--- config.mk ---
export PLATFORM = sky130hd
export DESIGN_NAME = hardware_trigger_gen
export DESIGN_NICKNAME = d
export VERILOG_FILES = /design/src/rtl/hardware_trigger_gen_pkg.sv /design/src/rtl/hardware_trigger_gen_delay_line.sv /design/src/rtl/hardware_trigger_gen.sv
export SDC_FILE = /design/constraint.sdc
export NUM_CORES = 1
export LEC_CHECK = 0
export BUFFER_PORTS_ARGS = -buffer_cell sky130_fd_sc_hd__buf_2
export CAP_MARGIN = 10
export CORE_MARGIN = 5
export CORE_UTILIZATION = 52
export CTS_BUF_LIST = sky130_fd_sc_hd__clkbuf_8
export CTS_CLUSTER_SIZE = 20
export DETAILED_ROUTE_END_ITERATION = 6
export PLACE_DENSITY = 0.75
export SYNTH_ARGS = -nofsm -noshare
export SYNTH_HDL_FRONTEND = slang
export SYNTH_SLANG_ARGS = --single-unit
--- constraint.sdc ---
create_clock -name ACLK -period 8.2 [get_ports ACLK]
set_input_delay 1.64 -clock ACLK [delete_from_list [all_inputs] [get_ports ACLK]]
set_output_delay 1.64 -clock ACLK [all_outputs]
set_load 0.02 [all_outputs]
--- src/rtl/hardware_trigger_gen_pkg.sv ---
// -----------------------------------------------------------------------------
// hardware_trigger_gen_pkg
//   Field widths, trigger-type codes, the FSM state type and the packing
//   helpers for the trigger-tagged beat consumed by the trigger selector.
//   Beat layout, MSB to LSB: {samples, info, timestamp, config}.
//     info   : [FRAME_START_BIT] first beat of frame,
//              [FRAME_END_BIT]   last beat of frame,
//              [TRIGGER_TYPE_WIDTH-1:0] trigger type, all other bits zero.
//     config : {threshold (CFG_FIELD_W), zero-extended post length (CFG_FIELD_W)}
// -----------------------------------------------------------------------------
package hardware_trigger_gen_pkg;

    localparam int RFDC_TDATA_WIDTH     = 128;
    localparam int TRIGGER_INFO_WIDTH   = 8;
    localparam int TRIGGER_TYPE_WIDTH   = 2;
    localparam int TIMESTAMP_WIDTH      = 32;
    localparam int CFG_FIELD_W          = 16;
    localparam int TRIGGER_CONFIG_WIDTH = 2 * CFG_FIELD_W;

    localparam int FRAME_START_BIT = TRIGGER_INFO_WIDTH - 1;
    localparam int FRAME_END_BIT   = TRIGGER_INFO_WIDTH - 2;

    localparam logic [TRIGGER_TYPE_WIDTH-1:0] HARDWARE_TRG = 2'd1;
    localparam logic [TRIGGER_TYPE_WIDTH-1:0] EXTERNAL_TRG = 2'd2;

    typedef enum logic {
        ST_IDLE   = 1'b0,
        ST_ACTIVE = 1'b1
    } trg_state_t;

    // Info word for a hardware-trigger beat; start and end flags are set
    // independently so a one-beat frame would carry both.
    function automatic logic [TRIGGER_INFO_WIDTH-1:0] make_info(
        input logic first,
        input logic last
    );
        logic [TRIGGER_INFO_WIDTH-1:0] info;
        info = '0;
        info[TRIGGER_TYPE_WIDTH-1:0] = HARDWARE_TRG;
        info[FRAME_START_BIT]        = first;
        info[FRAME_END_BIT]          = last;
        return info;
    endfunction

    function automatic logic [TRIGGER_CONFIG_WIDTH-1:0] pack_config(
        input logic [CFG_FIELD_W-1:0] threshold,
        input logic [CFG_FIELD_W-1:0] post_len
    );
        return {threshold, post_len};
    endfunction

endpackage

--- src/rtl/hardware_trigger_gen_delay_line.sv ---
// -----------------------------------------------------------------------------
// sample_delay_line
//   Fixed-depth shift register holding the pre-trigger sample history.
//   The output is the input beat delayed by DEPTH clock cycles.
//   Ports:
//     ACLK     clock
//     ARESETN  asynchronous active-low reset, clears every tap
//     samples  beat entering the line
//     delayed  beat leaving the line (DEPTH cycles old)
// -----------------------------------------------------------------------------
module sample_delay_line
    import hardware_trigger_gen_pkg::*;
#(
    parameter int WIDTH = RFDC_TDATA_WIDTH,
    parameter int DEPTH = 4
) (
    input  logic             ACLK,
    input  logic             ARESETN,
    input  logic [WIDTH-1:0] samples,
    output logic [WIDTH-1:0] delayed
);

    logic [WIDTH-1:0] taps [DEPTH];

    always_ff @(posedge ACLK or negedge ARESETN) begin
        if (!ARESETN) begin
            for (int i = 0; i < DEPTH; i++) begin
                taps[i] <= '0;
            end
        end else begin
            taps[0] <= samples;
            for (int i = 1; i < DEPTH; i++) begin
                taps[i] <= taps[i-1];
            end
        end
    end

    assign delayed = taps[DEPTH-1];

endmodule

--- src/rtl/hardware_trigger_gen.sv ---
// -----------------------------------------------------------------------------
// hardware_trigger_gen
//   Threshold trigger on the RFDC sample stream. A rising crossing (any sample
//   of a beat above THRESHOLD where the previous beat had none) starts one
//   contiguous frame: PRE_ACQ_DEPTH history beats, the trigger beat, then
//   POST_ACQ_LEN tail beats. Each beat is tagged with frame flags, the
//   timestamp of the trigger and the configuration in force at the trigger.
//   Ports:
//     ACLK, ARESETN   clock, asynchronous active-low reset
//     SET_CONFIG      load THRESHOLD / POST_ACQ_LEN, aborts a running frame
//     STOP            inhibits new triggers (a running frame completes)
//     THRESHOLD       signed sample threshold
//     POST_ACQ_LEN    post-trigger beats per frame
//     S_AXIS_TDATA    RFDC beat, sample j at [j*SAMPLE_WIDTH +: SAMPLE_WIDTH]
//     M_AXIS_TVALID   frame beat valid
//     M_AXIS_TDATA    {samples, info, timestamp, config}
//   Latency: the beat accepted in cycle t is on M_AXIS_TDATA in cycle
//   t + PRE_ACQ_DEPTH + 2.
// -----------------------------------------------------------------------------
module hardware_trigger_gen
    import hardware_trigger_gen_pkg::*;
#(
    parameter int SAMPLE_WIDTH      = 16,
    parameter int SAMPLES_PER_CYCLE = 8,
    parameter int PRE_ACQ_DEPTH     = 4,
    parameter int POST_LEN_WIDTH    = 8
) (
    input  logic                                        ACLK,
    input  logic                                        ARESETN,
    input  logic                                        SET_CONFIG,
    input  logic                                        STOP,
    input  logic [SAMPLE_WIDTH-1:0]                     THRESHOLD,
    input  logic [POST_LEN_WIDTH-1:0]                   POST_ACQ_LEN,
    input  logic [SAMPLE_WIDTH*SAMPLES_PER_CYCLE-1:0]   S_AXIS_TDATA,
    output logic                                        M_AXIS_TVALID,
    output logic [SAMPLE_WIDTH*SAMPLES_PER_CYCLE+TRIGGER_INFO_WIDTH+TIMESTAMP_WIDTH+TRIGGER_CONFIG_WIDTH-1:0] M_AXIS_TDATA
);

    localparam int DATA_W = SAMPLE_WIDTH * SAMPLES_PER_CYCLE;
    // Wide enough for PRE_ACQ_DEPTH plus the largest post length.
    localparam int CNT_W  = $clog2(PRE_ACQ_DEPTH + 2**POST_LEN_WIDTH);
    // Largest positive sample: no sample can exceed it, so nothing triggers.
    localparam logic signed [SAMPLE_WIDTH-1:0] THR_NEVER = {1'b0, {(SAMPLE_WIDTH-1){1'b1}}};

    logic [DATA_W-1:0]                 s_p1;
    logic signed [SAMPLE_WIDTH-1:0]    thr_q;
    logic [POST_LEN_WIDTH-1:0]         post_q;
    logic [TIMESTAMP_WIDTH-1:0]        ts_cnt;

    logic [SAMPLES_PER_CYCLE-1:0]      over_p2;
    logic                              any_over_p2;
    logic                              any_over_prev;
    logic                              hit_p2;
    logic [DATA_W-1:0]                 dl_out;

    trg_state_t                        state;
    logic [CNT_W-1:0]                  count;
    logic [CNT_W-1:0]                  count_load;
    logic [TIMESTAMP_WIDTH-1:0]        ts_frame;
    logic [TRIGGER_CONFIG_WIDTH-1:0]   cfg_now;
    logic [TRIGGER_CONFIG_WIDTH-1:0]   cfg_frame;

    logic                              out_vld;
    logic [DATA_W-1:0]                 out_samples;
    logic [TRIGGER_INFO_WIDTH-1:0]     out_info;
    logic [TIMESTAMP_WIDTH-1:0]        out_ts;
    logic [TRIGGER_CONFIG_WIDTH-1:0]   out_cfg;

    // ---- stage 1: input register, config registers, timestamp ----
    always_ff @(posedge ACLK or negedge ARESETN) begin
        if (!ARESETN) begin
            s_p1          <= '0;
            thr_q         <= THR_NEVER;
            post_q        <= '0;
            ts_cnt        <= '0;
            any_over_prev <= 1'b0;
        end else begin
            s_p1   <= S_AXIS_TDATA;
            ts_cnt <= ts_cnt + TIMESTAMP_WIDTH'(1);
            if (SET_CONFIG) begin
                thr_q  <= THRESHOLD;
                post_q <= POST_ACQ_LEN;
            end
            // Pretending the previous beat was already over the threshold
            // keeps a level that sits above a freshly loaded threshold from
            // firing; only a genuine rising edge afterwards triggers.
            any_over_prev <= SET_CONFIG ? 1'b1 : any_over_p2;
        end
    end

    // ---- stage 2: per-sample signed compare and edge detection ----
    always_comb begin
        over_p2 = '0;
        for (int j = 0; j < SAMPLES_PER_CYCLE; j++) begin
            over_p2[j] = $signed(s_p1[j*SAMPLE_WIDTH +: SAMPLE_WIDTH]) > thr_q;
        end
    end

    assign any_over_p2 = |over_p2;
    assign hit_p2      = any_over_p2 && !any_over_prev && (state == ST_IDLE)
                         && !STOP && !SET_CONFIG;

    assign count_load  = CNT_W'(PRE_ACQ_DEPTH) + CNT_W'(post_q);
    assign cfg_now     = pack_config(CFG_FIELD_W'(thr_q), CFG_FIELD_W'(post_q));

    // Pre-trigger history: stage-1 samples delayed so that the first frame
    // beat is PRE_ACQ_DEPTH beats older than the trigger beat.
    sample_delay_line #(
        .WIDTH (DATA_W),
        .DEPTH (PRE_ACQ_DEPTH)
    ) u_history (
        .ACLK    (ACLK),
        .ARESETN (ARESETN),
        .samples (s_p1),
        .delayed (dl_out)
    );

    // ---- output stage: frame FSM with registered beat fields ----
    always_ff @(posedge ACLK or negedge ARESETN) begin
        if (!ARESETN) begin
            state       <= ST_IDLE;
            count       <= '0;
            ts_frame    <= '0;
            cfg_frame   <= '0;
            out_vld     <= 1'b0;
            out_samples <= '0;
            out_info    <= '0;
            out_ts      <= '0;
            out_cfg     <= '0;
        end else begin
            out_samples <= dl_out;
            out_vld     <= 1'b0;
            out_info    <= '0;
            out_ts      <= '0;
            out_cfg     <= '0;
            if (SET_CONFIG) begin
                // Abort: the partial frame ends without an end flag.
                state <= ST_IDLE;
                count <= '0;
            end else begin
                case (state)
                    ST_IDLE: begin
                        if (hit_p2) begin
                            state     <= ST_ACTIVE;
                            count     <= count_load;
                            ts_frame  <= ts_cnt;
                            cfg_frame <= cfg_now;
                            out_vld   <= 1'b1;
                            out_info  <= make_info(1'b1, count_load == '0);
                            out_ts    <= ts_cnt;
                            out_cfg   <= cfg_now;
                        end
                    end
                    ST_ACTIVE: begin
                        // count is the number of frame beats still to come
                        // after the one currently on the output.
                        if (count == '0) begin
                            state <= ST_IDLE;
                        end else begin
                            count    <= count - CNT_W'(1);
                            out_vld  <= 1'b1;
                            out_info <= make_info(1'b0, count == CNT_W'(1));
                            out_ts   <= ts_frame;
                            out_cfg  <= cfg_frame;
                        end
                    end
                    default: state <= ST_IDLE;
                endcase
            end
        end
    end

    assign M_AXIS_TVALID = out_vld;
    assign M_AXIS_TDATA  = {out_samples, out_info, out_ts, out_cfg};

endmodule

# After elaboration in Yosys (flattened, before gate mapping)
# Cells that the tools add are included.
dict set report totals {
  reg_bits 963
  inputBits 156
  output_inout_bits 201
  wordCells 66
}
dict set report op_classes {
  n_addsub 3
  magnitude_cmp 8
  eq_ne 3
  n_mux 21
  n_bitwise 2
  n_reduce_logical 12
}
# operator n
set op_table {}
lappend op_table {{$mux 32} 6}
lappend op_table {{$gt 16x16->1} 8}
lappend op_table {{$pmux 32 s2} 2}
lappend op_table {{$add 32x1->32 const B} 1}
lappend op_table {{$mux 9} 3}
lappend op_table {{$logic_not 9->1} 2}
lappend op_table {{$pmux 9 s2} 1}
lappend op_table {{$mux 8} 2}
lappend op_table {{$pmux 8 s2} 1}
lappend op_table {{$add 3x8->9 const A} 1}
lappend op_table {{$eq 9x1->1 const B} 1}
lappend op_table {{$sub 9x1->9 const B} 1}
lappend op_table {{$reduce_or 8->1} 1}
lappend op_table {{$mux 7} 1}
lappend op_table {{$ne 3x3->1 const B} 2}
lappend op_table {{$logic_and 1x1->1} 4}
lappend op_table {{$mux 1} 4}
lappend op_table {{$logic_not 1->1} 3}
lappend op_table {{$reduce_and 3->1} 1}
lappend op_table {{$not 1->1} 2}
lappend op_table {{$pmux 1 s2} 1}
lappend op_table {{$reduce_and 2->1} 1}

# Depth between registers and ports, before layout
dict set report depth {
  ltp_word 9
  depth_mapped 14
  depth_no_buf 11
}

# Modules after synthesis
# From an unflattened synthesis, not the netlist that was laid out.
dict set report unflattened {
  cells_unflattened 1792
  area_unflattened_um2 30314.1
}
# mod instances cells_each area_each_um2 seq_area_each_um2
set modules_own_cells {}
lappend modules_own_cells {hardware_trigger_gen 1 1152 16540.9 10954.3}
lappend modules_own_cells {sample_delay_line 1 640 13773.2 12812.3}

# Least setup slack after synthesis
# OpenSTA, ideal clock, no wires.
dict set report synth_path {
  kind {flip-flop to flip-flop}
  start {register thr_q[5]}
  end {register cfg_frame[4]}
  setup_time_ns 0.128
  t_arrival_ns 3.400
  required_ns 8.072
  slack_ns 4.673
  path_stages_with_launch 14
  n_path_buf 2
  period_less_slack_ns 3.527
  path_cell_list {dfstp_2 -> inv_1 -> ha_1 -> a21o_1 -> a21o_1 -> a211o_1 -> a2111oi_4 -> mux2i_1 -> nor4_4 -> a21oi_2 -> and2_1 -> buf_4 -> buf_4 -> mux2_1}
}
dict set report synth_between {
  elab_chain_len 7
  elab_cells_between_ends 14
  cone_classes {order compare (8); reduce/logical (6)}
}
# element line
set synth_rtl {}
lappend synth_rtl {{start, declared} hardware_trigger_gen.sv:46} ;# logic signed [SAMPLE_WIDTH-1:0] thr_q;
lappend synth_rtl {{start signal, assigned} hardware_trigger_gen.sv:73} ;# thr_q <= THR_NEVER;
lappend synth_rtl {{start signal, assigned} hardware_trigger_gen.sv:81} ;# thr_q <= THRESHOLD;
lappend synth_rtl {{$gt 16x16->1} hardware_trigger_gen.sv:95} ;# over_p2[j] = $signed(s_p1[j*SAMPLE_WIDTH +: SAMPLE_WIDTH]) > thr_q;
lappend synth_rtl {{$reduce_or 8->1 *} hardware_trigger_gen.sv:99} ;# assign any_over_p2 = |over_p2;
lappend synth_rtl {{$logic_and 1x1->1 * (2 in a row)} hardware_trigger_gen.sv:100} ;# assign hit_p2 = any_over_p2 && !any_over_prev && (state == ST_IDLE)
lappend synth_rtl {{$logic_and 1x1->1 * (2 in a row)} hardware_trigger_gen.sv:101} ;# && !STOP && !SET_CONFIG;
lappend synth_rtl {{$reduce_and 3->1 (no source line) *} --}
lappend synth_rtl {{end signal, assigned} hardware_trigger_gen.sv:147} ;# cfg_frame <= cfg_now;
lappend synth_rtl {{end, declared} hardware_trigger_gen.sv:61} ;# logic [TRIGGER_CONFIG_WIDTH-1:0] cfg_frame;
# Every way passes the cells marked *; elsewhere a longest branch is shown, timed or not.
# A chain may end at the register's enable or synchronous reset.

# Worst setup path in the final report
dict set report layout_path {
  start {register thr_q[5]}
  end {register ts_frame[13]}
}
dict set report layout_between {
  elab_chain_len 7
  elab_cells_between_ends 14
  cone_classes {order compare (8); reduce/logical (6)}
}
# element line
set layout_rtl {}
lappend layout_rtl {{$gt 16x16->1} hardware_trigger_gen.sv:95}
lappend layout_rtl {{$reduce_or 8->1 *} hardware_trigger_gen.sv:99}
lappend layout_rtl {{$logic_and 1x1->1 * (2 in a row)} hardware_trigger_gen.sv:100}
lappend layout_rtl {{$logic_and 1x1->1 * (2 in a row)} hardware_trigger_gen.sv:101}
lappend layout_rtl {{$reduce_and 3->1 (no source line) *} --}
lappend layout_rtl {{end signal, assigned} hardware_trigger_gen.sv:146} ;# ts_frame <= ts_cnt;
lappend layout_rtl {{end, declared} hardware_trigger_gen.sv:59} ;# logic [TIMESTAMP_WIDTH-1:0] ts_frame;
# Marked as above.

==> run_results.csv <==
group,metric,value,unit
run_status,outcome,"complete, no violations",
critical_path,critPathBufInv,2,
logic_synthesis,seq_area_frac_synth,0.810,
route,ant_nets,0,
critical_path,crit_cells,12,
critical_path,critPathArrivalTime,5.66,ns
sta,whs,0.330,ns
die,core-area,56200,sq um
route,wl,62600,um
route,drc_errors,0,
cells_and_area,fin_nets,2422,
critical_path,worstSetupEndpointType,"flip-flop",
logic_synthesis,synth_most_common_cell,"dfrtp_1",
cells_and_area,regArea,23800,sq um
logic_synthesis,synth_top_cell_area_share,0.796,
critical_path,crit_chain,"inv_1, ha_1, a21o_1, a21o_1, a211o_1, a2111oi_4, mux2i_1, nor4_4, a21oi_2, and2_4, buf_4, mux2_1",
sta,worst_slack,3.19,ns
logic_synthesis,netlist_area,29400,sq um
worst_hold_path,worstHoldPathCells,0,
sta,finalSetupViolCount,0,
clocking,cts_max_path_buffers,3,
clocking,cts_hold_buf,0,
critical_path,crit_path_frequent_cell,"a21o_1",
job,cap_violations,0,
clocking,worstSkewPairLatency,0.80,ns
logic_synthesis,synth_flop_cell,"dfrtp_1",
critical_path,crit_path_top_delay_cell,"and2_4",
logic_synthesis,synth_area_leader_cell,"dfrtp_1",
sta,fmax,0.200,GHz
grt,gr-total-overflow,0,
grt,grt_max_degree,188,
logic_synthesis,synth_edf_count,0,
sta,fin_crit,5.01,ns
critical_path,worstSetupPathType,"reg -> reg",
cells_and_area,drive_gt1_frac,0.268,
critical_path,rr_worst_depth,12,
die,die_x,248,um
cells_and_area,areaGrowthSynthToFinish,19.1,%
critical_path,r2r-start,"thr_q[5]",
critical_path,start_kind,"flip-flop",
logic_synthesis,synth-warning-count,0,
sta,worst_pin_slew,1.01,ns
grt,grt_pass1_wl,95500,um
pwr,power.density,268,nW/um^2
die,die-area,61300,sq um
cells_and_area,fin_cells,3008,
clocking,cts_resized,0,
route,vias,15000,
sta,finalCritPeriodShare,0.611,
logic_synthesis,synth.ff_latch_count,949,
die,pin_count,357,
route,first_pass_iters,7,
clocking,numCtsBuffers,146,
route,wl_per_cell,20.8,um
critical_path,crit_fanout,60,
clocking,h-tree-depth,4,
logic_synthesis,synthCells,1664,
sta,report.final.slew_viol_count,0,
cells_and_area,multi_input_area,5210,sq um
placement,pre_cts_ws,3.27,ns
critical_path,reg2reg_to,"ts_frame[13]",
sta,hold_violations,0,
die,rows,87,
pwr,irDropWorstVdd,0.147,mV
placement,hpwl,43800,um
logic_synthesis,synth_area_per_cell,17.6,sq um
sta,skew,0.0451,ns
route,vias_per_cell,4.99,
die,start_util,0.523,
critical_path,path_delay_family,"compound AO/OA/AOI/OAI gates",
worst_hold_path,min_from,"u_history.taps[342]",
route,drt-initial-drc-count,1072,
placement,placed_cells,2741,
logic_synthesis,synthArstFlopShare,1.00,
critical_path,cp.required,8.85,ns
sta,setup-tns-final,0,ns
die,die_h,248,um
placement,gp_congestion,0.900,
worst_hold_path,hold_class,"reg -> reg",
clocking,cts_tree,"built",
placement,portBuffers,343,
sta,rsz0062_at_grt,"false",
worst_hold_path,min_to,"u_history.taps[214]",
sta,max_slew_margin,0.324,
grt,grt_pass1_vias,16300,
logic_synthesis,ys_types,59,
grt,antenna_found_initial,18,
cells_and_area,fillers,4053,
clocking,cts_setup_buffers,0,
critical_path,max_stage_delay,0.68,ns
critical_path,worst-r2r-setup-slack,3.19,ns
grt,track_usage,0.211,
clocking,cts-root-buf,"clkbuf_8",
clocking,clkSlewWorstSetupHoldPaths,0.06,ns
clocking,cts.sinks,949,
logic_synthesis,synth_area_leaders,"dfrtp_1 80%, ha_1 5.7%, mux2_1 2.1%",
pwr,p_leak,17.2,nW
logic_synthesis,ys_top_cells_by_count,"934 x dfrtp_1, 133 x ha_1, 59 x nand2_1",
==> final cells by class <==
class                           count  area share
Multi-Input combinational cell    642       0.149
Inverter                           42     0.00451
Antenna cell                        7    0.000501
Clock buffer                      181      0.0713
Timing Repair Buffer              352      0.0528
Sequential cell                   949       0.680
Clock inverter                     79      0.0150
Tap cell                          756      0.0271
==> cell families (layout without fill, tap and decap cells) <==
group | after synthesis | in the layout | share of synthesized area
and+or+nand+nor | 194 | 194 | 0.0335
DFF | 949 | 949 | 0.810
AOI/OAI and AO/OA | 192 | 192 | 0.0465
adders and majority gates | 133 | 133 | 0.0567
muxes | 73 | 73 | 0.0277
other | 1 | 20 | 0.000128
xor gates and xnor gates | 37 | 37 | 0.0110
buffers and inverters | 85 | 654 | 0.0148
==> worst reg2reg max path, delay by kind of cell (launching register included) <==
family	cells	cell delay [ns]
DFF	1	0.55
adders and majority gates	1	0.38
muxes	2	0.83
AOI/OAI and AO/OA	5	1.42
buffers and inverters	2	0.92
and+or+nand+nor	2	0.79
==> through the flow <==
step / total power (W) / instance area [sq um] / utilization
after global routing: 0.00980 / 34900 / 0.622
after global placement: 0.00554 / 31900 / 0.568
after detailed placement: 0.00557 / 31900 / 0.568
after floorplan: 0.00527 / 29400 / -
after CTS: 0.00951 / 34900 / 0.622
final: 0.00938 / 35000 / 0.622
==> per-layer routing <==
metal	vias to the layer above	routed length, um	track usage
li1	6655	-	-
met5	-	116	0
met4	20	1340	0.0667
met3	120	4820	0.0715
met2	500	31100	0.338
met1	7722	25300	0.278
==> flip-flops by register name, indices dropped and copies added (netlist names), 24 cells and up <==
signal             count
u_history.taps       384
out_samples          128
s_p1                 128
u_history.delayed    128
out_ts                32
ts_cnt                32
ts_frame              32
cfg_frame             24
out_cfg               24
==> worst max path at each step <==
stage	from	end	slack [ns]
global route	thr_q[9]	ts_frame[12]	2.94
finish	thr_q[5]	ts_frame[13]	3.19
detailed placement	thr_q[5]	ts_frame[13]	3.27
floorplan	thr_q[5]	cfg_frame[4]	4.67
global placement	thr_q[5]	ts_frame[20]	3.40
CTS	thr_q[5]	ts_frame[13]	3.24
==> power breakdown <==
group | internal (W) | switching, W
Clock | 0.00214 | 0.00175
Combinational | 0.000159 | 0.000320
Sequential | 0.00490 | 0.000108
==> placed cells by master (no fill, tap or decap), types with 11 or more instances in the layout <==
master / count
a21o_1: 13
a21oi_1: 41
a22o_1: 56
buf_2: 342
clkbuf_8: 181
clkinv_2: 16
conb_1: 13
dfrtp_1: 934
dfstp_2: 15
ha_1: 133
inv_1: 86
mux2_1: 56
mux2_2: 11
nand2_1: 59
nand3_1: 28
nand4_1: 25
nor2_1: 28
nor3_1: 13
o21ai_0: 33
xnor2_1: 25
xor2_1: 12
Power figures use the tool's default switching activity.
